### src/rtl/button_event_decoder.sv
// Turns a debounced, clk-synchronous button level into single-cycle press, release,
// long-press and auto-repeat pulses, plus a held level. One instance per button.
module button_event_decoder #(
    parameter int               CNT_W         = 16,
    parameter logic [CNT_W-1:0] LONG_CYCLES   = 16'd50000,
    parameter logic [CNT_W-1:0] REPEAT_CYCLES = 16'd10000
) (
    input  logic clk,
    input  logic rst,
    input  logic level,
    output logic press_pulse,
    output logic release_pulse,
    output logic long_pulse,
    output logic repeat_pulse,
    output logic held
);

    // state    | meaning
    // WAIT_LOW | after reset; a press already held is ignored until level returns to 0
    // IDLE     | button released, waiting for a press
    // PRESSED  | accepted press, counting towards long-press
    // LONG     | long-press reached, counting repeat intervals
    typedef enum logic [1:0] {WAIT_LOW, IDLE, PRESSED, LONG} state_t;

    state_t           state;
    logic [CNT_W-1:0] cnt;

    always_ff @(posedge clk) begin
        if (rst) begin
            state         <= WAIT_LOW;
            cnt           <= '0;
            press_pulse   <= 1'b0;
            release_pulse <= 1'b0;
            long_pulse    <= 1'b0;
            repeat_pulse  <= 1'b0;
            held          <= 1'b0;
        end else begin
            press_pulse   <= 1'b0;
            release_pulse <= 1'b0;
            long_pulse    <= 1'b0;
            repeat_pulse  <= 1'b0;
            case (state)
                WAIT_LOW: begin
                    if (!level) state <= IDLE;
                end
                IDLE: begin
                    if (level) begin
                        state       <= PRESSED;
                        cnt         <= CNT_W'(1);
                        press_pulse <= 1'b1;
                        held        <= 1'b1;
                    end
                end
                PRESSED: begin
                    // release wins over a long-press landing on the same edge
                    if (!level) begin
                        state         <= IDLE;
                        release_pulse <= 1'b1;
                        held          <= 1'b0;
                        cnt           <= '0;
                    end else if (cnt == LONG_CYCLES) begin
                        state      <= LONG;
                        long_pulse <= 1'b1;
                        cnt        <= CNT_W'(1);
                    end else begin
                        cnt <= cnt + 1'b1;
                    end
                end
                LONG: begin
                    if (!level) begin
                        state         <= IDLE;
                        release_pulse <= 1'b1;
                        held          <= 1'b0;
                        cnt           <= '0;
                    end else if (cnt == REPEAT_CYCLES) begin
                        repeat_pulse <= 1'b1;
                        cnt          <= CNT_W'(1);
                    end else begin
                        cnt <= cnt + 1'b1;
                    end
                end
                default: begin
                    state <= WAIT_LOW;
                    cnt   <= '0;
                    held  <= 1'b0;
                end
            endcase
        end
    end

endmodule

### config.mk
export PLATFORM = sky130hd
export DESIGN_NAME = button_event_decoder
export DESIGN_NICKNAME = d
export VERILOG_FILES = /design/src/rtl/button_event_decoder.sv
export SDC_FILE = /design/constraint.sdc
export NUM_CORES = 1
export LEC_CHECK = 0
export BUFFER_PORTS_ARGS = -buffer_cell sky130_fd_sc_hd__buf_2
export CELL_PAD_IN_SITES_DETAIL_PLACEMENT = 1
export CELL_PAD_IN_SITES_GLOBAL_PLACEMENT = 1
export CORE_MARGIN = 2
export CORE_UTILIZATION = 48
export CTS_CLUSTER_SIZE = 16
export DETAILED_ROUTE_END_ITERATION = 7
export GPL_TIMING_DRIVEN = 0
export PLACE_DENSITY_LB_ADDON = 0.25
export SKIP_LAST_GASP = 1
export SYNTH_ARGS = -nofsm -noshare
export SYNTH_HDL_FRONTEND = slang
export SYNTH_SLANG_ARGS = --single-unit
### constraint.sdc
create_clock -name clk -period 4.9 [get_ports clk]
set_input_delay 0.98 -clock clk [delete_from_list [all_inputs] [get_ports clk]]
set_output_delay 0.98 -clock clk [all_outputs]
set_load 0.05 [all_outputs]
==> results of run 1 <==
==> cell type report <==
type	count	area, um^2
tap	30	37.5
sequential	23	460
multi-input combinational	113	758
buffer	5	28.8
clock buffer	4	26.3
timing repair buffer	6	30.0
inverter	5	18.8
fill	307	1140
==> cells in the mapped netlist <==
master | n | area (um^2)
dfxtp_1 | 23 | 460
ha_1 | 6 | 75.1
or2_2 | 1 | 6.26
nand2_1 | 16 | 60.1
nor3_1 | 6 | 30.0
clkbuf_1 | 2 | 7.51
and4bb_2 | 2 | 25.0
nor2b_1 | 1 | 6.26
nor4b_1 | 3 | 26.3
and4_1 | 1 | 8.76
o41ai_1 | 3 | 26.3
nand4_1 | 4 | 25.0
o22ai_1 | 3 | 18.8
o21a_1 | 1 | 7.51
nor2b_2 | 1 | 8.76
nor2b_4 | 1 | 13.8
a22oi_4 | 1 | 21.3
nand3_1 | 8 | 40.0
buf_6 | 1 | 11.3
o21ai_0 | 5 | 25.0
nor4_1 | 2 | 12.5
inv_1 | 5 | 18.8
a211oi_1 | 2 | 15.0
a21oi_1 | 6 | 30.0
nand3b_1 | 1 | 7.51
nand4_2 | 1 | 12.5
and3_1 | 4 | 25.0
and2_1 | 1 | 6.26
a31oi_1 | 2 | 12.5
a21o_1 | 2 | 15.0
xnor2_1 | 2 | 17.5
nor2_1 | 16 | 60.1
a22oi_1 | 1 | 7.51
o31a_1 | 1 | 8.76
xor2_1 | 6 | 52.6
nor4_4 | 2 | 42.5
buf_2 | 2 | 10.0
a31o_2 | 1 | 8.76
==> flip-flops by register name, summed over array words and instances, names as in the netlist <==
register	flops
state	2
cnt	16
repeat_pulse	1
release_pulse	1
press_pulse	1
long_pulse	1
held	1
==> per-stage QoR <==
| step | area [um^2] | worst slack, ns | hold WS, ns | util (%) |
|---|---|---|---|---|
| floorplan | 1270 | 2.73 | 0.473 | - |
| global placement | 1330 | 2.42 | 0.457 | 53.4 |
| detailed placement | 1330 | 2.39 | 0.498 | 53.4 |
| CTS | 1360 | 2.73 | 0.516 | 54.4 |
| global route | 1360 | 2.60 | 0.550 | 54.4 |
| finish | 1360 | 2.73 | 0.512 | 54.4 |
==> power breakdown <==
| group | switching (mW) | internal [mW] | total (mW) |
|---|---|---|---|
| Clock | 0.0608 | 0.0319 | 0.0927 |
| Combinational | 0.141 | 0.0734 | 0.215 |
| Sequential | 0.0183 | 0.204 | 0.223 |
| Total | 0.220 | 0.310 | 0.530 |
==> tightest hold or removal path, delay by kind of cell, from the launching register on <==
family             cells  cell delay [ns]
DFF                    1             0.34
AOI/OAI and AO/OA      2             0.14
==> worst max-delay path by stage <==
stage | startpoint | endpoint | slack, ns | cells after the start
3_5_place_dp | level | cnt[13] | 2.39 | 6
3_3_place_gp | level | cnt[13] | 2.42 | 6
4_1_cts | level | cnt[13] | 2.73 | 6
2_1_floorplan | level | cnt[13] | 2.73 | 6
6_report | level | cnt[13] | 2.73 | 6
5_1_grt | state[1] | cnt[13] | 2.60 | 7
==> cell families after synthesis <==
group | Yosys count | synth area share [%]
buffers and inverters | 10 | 3.76
DFF | 23 | 36.4
AOI/OAI and AO/OA | 28 | 15.5
adders and majority gates | 6 | 5.93
xor gates and xnor gates | 8 | 5.53
and+or+nand+nor | 71 | 32.9
==> routing by layer <==
layer	vias to the layer above	wire [um]	GRT usage, %
met5	-	0	0
met4	0	62	8.71
met3	7	104	2.34
met2	21	1310	31.8
met1	532	1480	29.8
li1	548	-	-
==> summary.md, run 1 <==
| Metric | Value |
|---|---|
| Vias per cell | 5.96 |
| Num CTS Buffers | 3 |
| Commonest non-fill, non-tap cell in the layout | dfxtp_1 |
| Final setup violation count | 0 |
| Period utilization | 44.3% |
| Reg2reg path depth | 7 |
| Final Max Slew Viols | 0 |
| Synth unique cells | 38 |
| Fin crit period | 2.17 ns |
| Worst IR drop on VDD | 319 uV |
| Synth Register Bits | 23 |
| Fmax | 461 MHz |
| Grt total ovfl | 0 |
| Die height | 55.4 um |
| Vias in the first global route | 1097 |
| Sequential share of the synthesized area | 36.4% |
| RSZ-0062 raised after global routing | no |
| Post-CTS Setup Bufs | 0 |
| CTS tree | built |
| Nets | 166 |
| CP required | 5.10 ns |
| Avg Cell Area, Syn | 8.67 um^2 |
| Share of cells above drive strength 1 | 14.1% |
| Area of the mapped netlist | 0.00127 mm^2 |
| Static Leak | 0.513 nW |
| Cell family with most CP delay | simple AND/OR/NAND/NOR gates |
| CTS root buf | clkbuf_4 |
| Most used cell, CP | nor2_1 |
| Final antenna-violating net count | 0 |
| RePlAce Congestion | 0.806 |
| Initial Util | 50.7% |
| Via count | 1108 |
| Detailed Place HPWL | 2.21 mm |
| I/O Pins | 8 |
| GRT Overall Usage | 20.9% |
| DRT Wirelength | 2.96 mm |
| Status | finished, final reports clean |
| Worst R2R End | cnt[13] |
| Clock sink count | 23 |
| Worst path slowest cell | nor2_1 |
| Max_cap viols | 0 |
| Final std cells w/o fill | 186 |
| Die area | 0.00306 mm^2 |
| Most frequent cells in the layout | 23 x dfxtp_1, 16 x nor2_1, 16 x nand2_1 |
| DRT Pass-1 Iters | 4 |
| DR DRC count | 0 |
| HP Class | reg2reg |
| Hold Buf Count CTS | 0 |
| Insertion delay to the later sink of the worst-skew pair | 0.33 ns |
| HP Start | held |
| Hold endpoint | held |
| Synthesized netlist net count | 155 |
| Initial DRC Count | 31 |
| Drt wl/cell | 15.9 um |
| CP startpoint kind | primary input |
| Clk_skew | 0.0146 ns |
| Clk buf depth | 2 |
| Power Total | 0.530 mW |
| Worst Max-Slew Pin Slew | 0.554 ns |
| Reg clk slew, reported paths | 0.14 ns |
| Initial antenna violation count | 0 |
| Die X | 55.4 um |
| Port Buf Inserts | 6 |
| Hold path depth | 2 |
| DP Cell Count | 182 |
| Crit-path max FO | 10 |
| Worst path arrival time | 2.37 ns |
| Final hold vios | 0 |
| TNS Setup | 0 ns |
| Row Count | 18 |
| Post-CTS Resized | 0 |
| Antenna cells | 0 |
| PD cells | 390 mW/mm^2 |
| Post-synthesis cell count | 146 |
| CORE AREA | 0.00250 mm^2 |
| Worst path bufs/invs | 1 |
| Flop2flop setup slack | 2.76 ns |
| Area grow syn2layout | 7.41% |
| FF-to-FF Start | state[1] |
| Critical path's largest stage delay | 0.39 ns |
| H-tree depth | 1 |
| CP cell instances | buf_2, nor2b_4, nor2_1, nor2_1, o41ai_1, a21oi_1 |
| Crit. End Element | flip-flop |
| Yosys warning count | 0 |
| Slew headroom | 62.9% |
| First-pass GRT wire length | 5.22 mm |
| Largest net degree at the start of global routing | 13 |
| Setup CP Type | in2reg |
(Power assumes the default switching activity.)
==> run 2, diff against run 1 <==
--- a/config.mk
+++ b/config.mk
@@ -9,7 +9,7 @@
 export CELL_PAD_IN_SITES_DETAIL_PLACEMENT = 1
 export CELL_PAD_IN_SITES_GLOBAL_PLACEMENT = 1
 export CORE_MARGIN = 2
-export CORE_UTILIZATION = 48
+export CORE_UTILIZATION = 40
 export CTS_CLUSTER_SIZE = 16
 export DETAILED_ROUTE_END_ITERATION = 7
 export GPL_TIMING_DRIVEN = 0
==> constraint.sdc (replaced) <==
create_clock -name clk -period 1.9 [get_ports clk]
set_input_delay 0.38 -clock clk [delete_from_list [all_inputs] [get_ports clk]]
set_output_delay 0.38 -clock clk [all_outputs]
set_load 0.05 [all_outputs]
==> summary.md, run 2 (synthesized netlist as in run 1, its figures left out) <==
| Metric | Value |
|---|---|
| Status | finished, final reports clean |
| Clk buf depth | 2 |
| Register area | 469 um^2 |
| Crit. End Element | flip-flop |
| Die X | 60.3 um |
| PD cells | 1010 mW/mm^2 |
| Crit-path max FO | 5 |
| Fin crit period | 1.83 ns |
| Num CTS Buffers | 3 |
| Period utilization | 96.4% |
| Worst Max-Slew Pin Slew | 0.445 ns |
| Largest net degree at the start of global routing | 13 |
| Vias in the first global route | 1134 |
| CP required | 2.13 ns |
| Die height | 60.3 um |
| Insertion delay to the later sink of the worst-skew pair | 0.31 ns |
| CTS root buf | clkbuf_4 |
| Area of the multi-input gates | 841 um^2 |
| Worst path arrival time | 2.06 ns |
| Reg clk slew, reported paths | 0.14 ns |
| I/O Pins | 8 |
| Static Leak | 0.581 nW |
| CTS tree | built |
| DRT Pass-1 Iters | 5 |
| Drt wl/cell | 16.2 um |
| Grt total ovfl | 0 |
| Initial antenna violation count | 0 |
| Initial Util | 41.8% |
| Nets | 177 |
| H-tree depth | 1 |
| Largest regs | cnt x16, state x2 |
| DRT Wirelength | 3.42 mm |
| Final antenna-violating net count | 0 |
| HP Class | in2reg |
| Final Max Slew Viols | 0 |
| Layout Utilization | 51.5% |
| Setup CP Type | reg2reg |
| Vias per cell | 5.56 |
| First-pass GRT wire length | 5.59 mm |
| Clk_skew | 0.00929 ns |
| DR DRC count | 0 |
| Clock sink count | 23 |
| Worst IR drop on VDD | 827 uV |
| Via count | 1174 |
| Row Count | 20 |
| Most frequent cells in the layout | 20 x dfxtp_1, 16 x nand2_1, 14 x nor2_1 |
| Commonest non-fill, non-tap cell in the layout | dfxtp_1 |
| Share of cells above drive strength 1 | 29.3% |
| Max_cap viols | 0 |
| Fmax | 546 MHz |
| Fillers | 366 |
| Detailed Place HPWL | 2.35 mm |
| Slew headroom | 70.3% |
| Initial DRC Count | 50 |
| GRT Overall Usage | 20.5% |
| CP startpoint kind | flip-flop |
| Largest Register | cnt |
| RePlAce Congestion | 0.778 |
| Final hold vios | 0 |
| Antenna cells | 0 |
| Final setup violation count | 0 |
| Max FFs per register | 16 |
| CORE AREA | 0.00303 mm^2 |
| Die area | 0.00363 mm^2 |
| Area after DPL | 0.00135 mm^2 |
| Port Buf Inserts | 6 |
| Area grow syn2layout | 23.1% |
| Final non-filler cell area | 0.00156 mm^2 |
## run 2: layer usage
layer	global-route usage [%]	vias up	wire (um)	share of wire (%)
li1	-	574	-	-
met1	27.8	579	1620	47
met2	33.1	15	1660	48
met3	4.55	6	89	2.6
met4	4.44	0	47	1.4
met5	0	-	0	0
## run 2: path summary, 6_finish.rpt
path	from	end	slack (ns)	cells past startpoint
max reg2reg	cnt[0]	cnt[5]	0.07	8
min	level	press_pulse	0.39	3
min reg2reg	held	held	0.49	2
max	cnt[0]	cnt[5]	0.07	8
## run 2: power by group
| group | total, mW | internal (mW) | switching (mW) |
|---|---|---|---|
| clock | 0.235 | 0.0820 | 0.153 |
| combinational | 0.763 | 0.303 | 0.460 |
| sequential | 0.576 | 0.535 | 0.0412 |
## run 2: stage by stage
stage	hold WS, ns	worst slack (ns)	power [mW]	std cells	TNS, ns
6_report	0.392	0.0689	1.57	211	0
2_1_floorplan	0.473	0.172	0.999	146	0
5_1_grt	0.389	-0.00725	1.67	211	-0.0108
3_5_place_dp	0.470	-0.279	1.14	196	-1.44
3_3_place_gp	0.456	-0.211	1.11	196	-0.663
4_1_cts	0.379	0.00227	1.42	203	0
## run 2: final cells by class
| class | count | share of cell area, % |
|---|---|---|
| flip-flops and latches | 23 | 30.1 |
| multi-input cells | 113 | 53.9 |
| plain buffers | 4 | 1.61 |
| repair buffers | 18 | 7.95 |
| well taps | 44 | 3.53 |
| inverters | 5 | 1.20 |
| clock buffers | 4 | 1.69 |
## run 2: worst max-delay path, cell delays in order (launching register included)
cell and delay (ns):
dfxtp_4 0.39, inv_2 0.08, ha_4 0.12, and4bb_2 0.27, nand4_1 0.21, a22oi_4 0.28
buf_4 0.19, nor4_1 0.05, a21o_1 0.16
## run 2: timing repair
item                       in CTS  in global routing
setup endpoints to repair      15                 18
hold buffers                    0                  0
setup buffers                   3                  9
pin swaps                       2                  4
resized for setup               7                 18
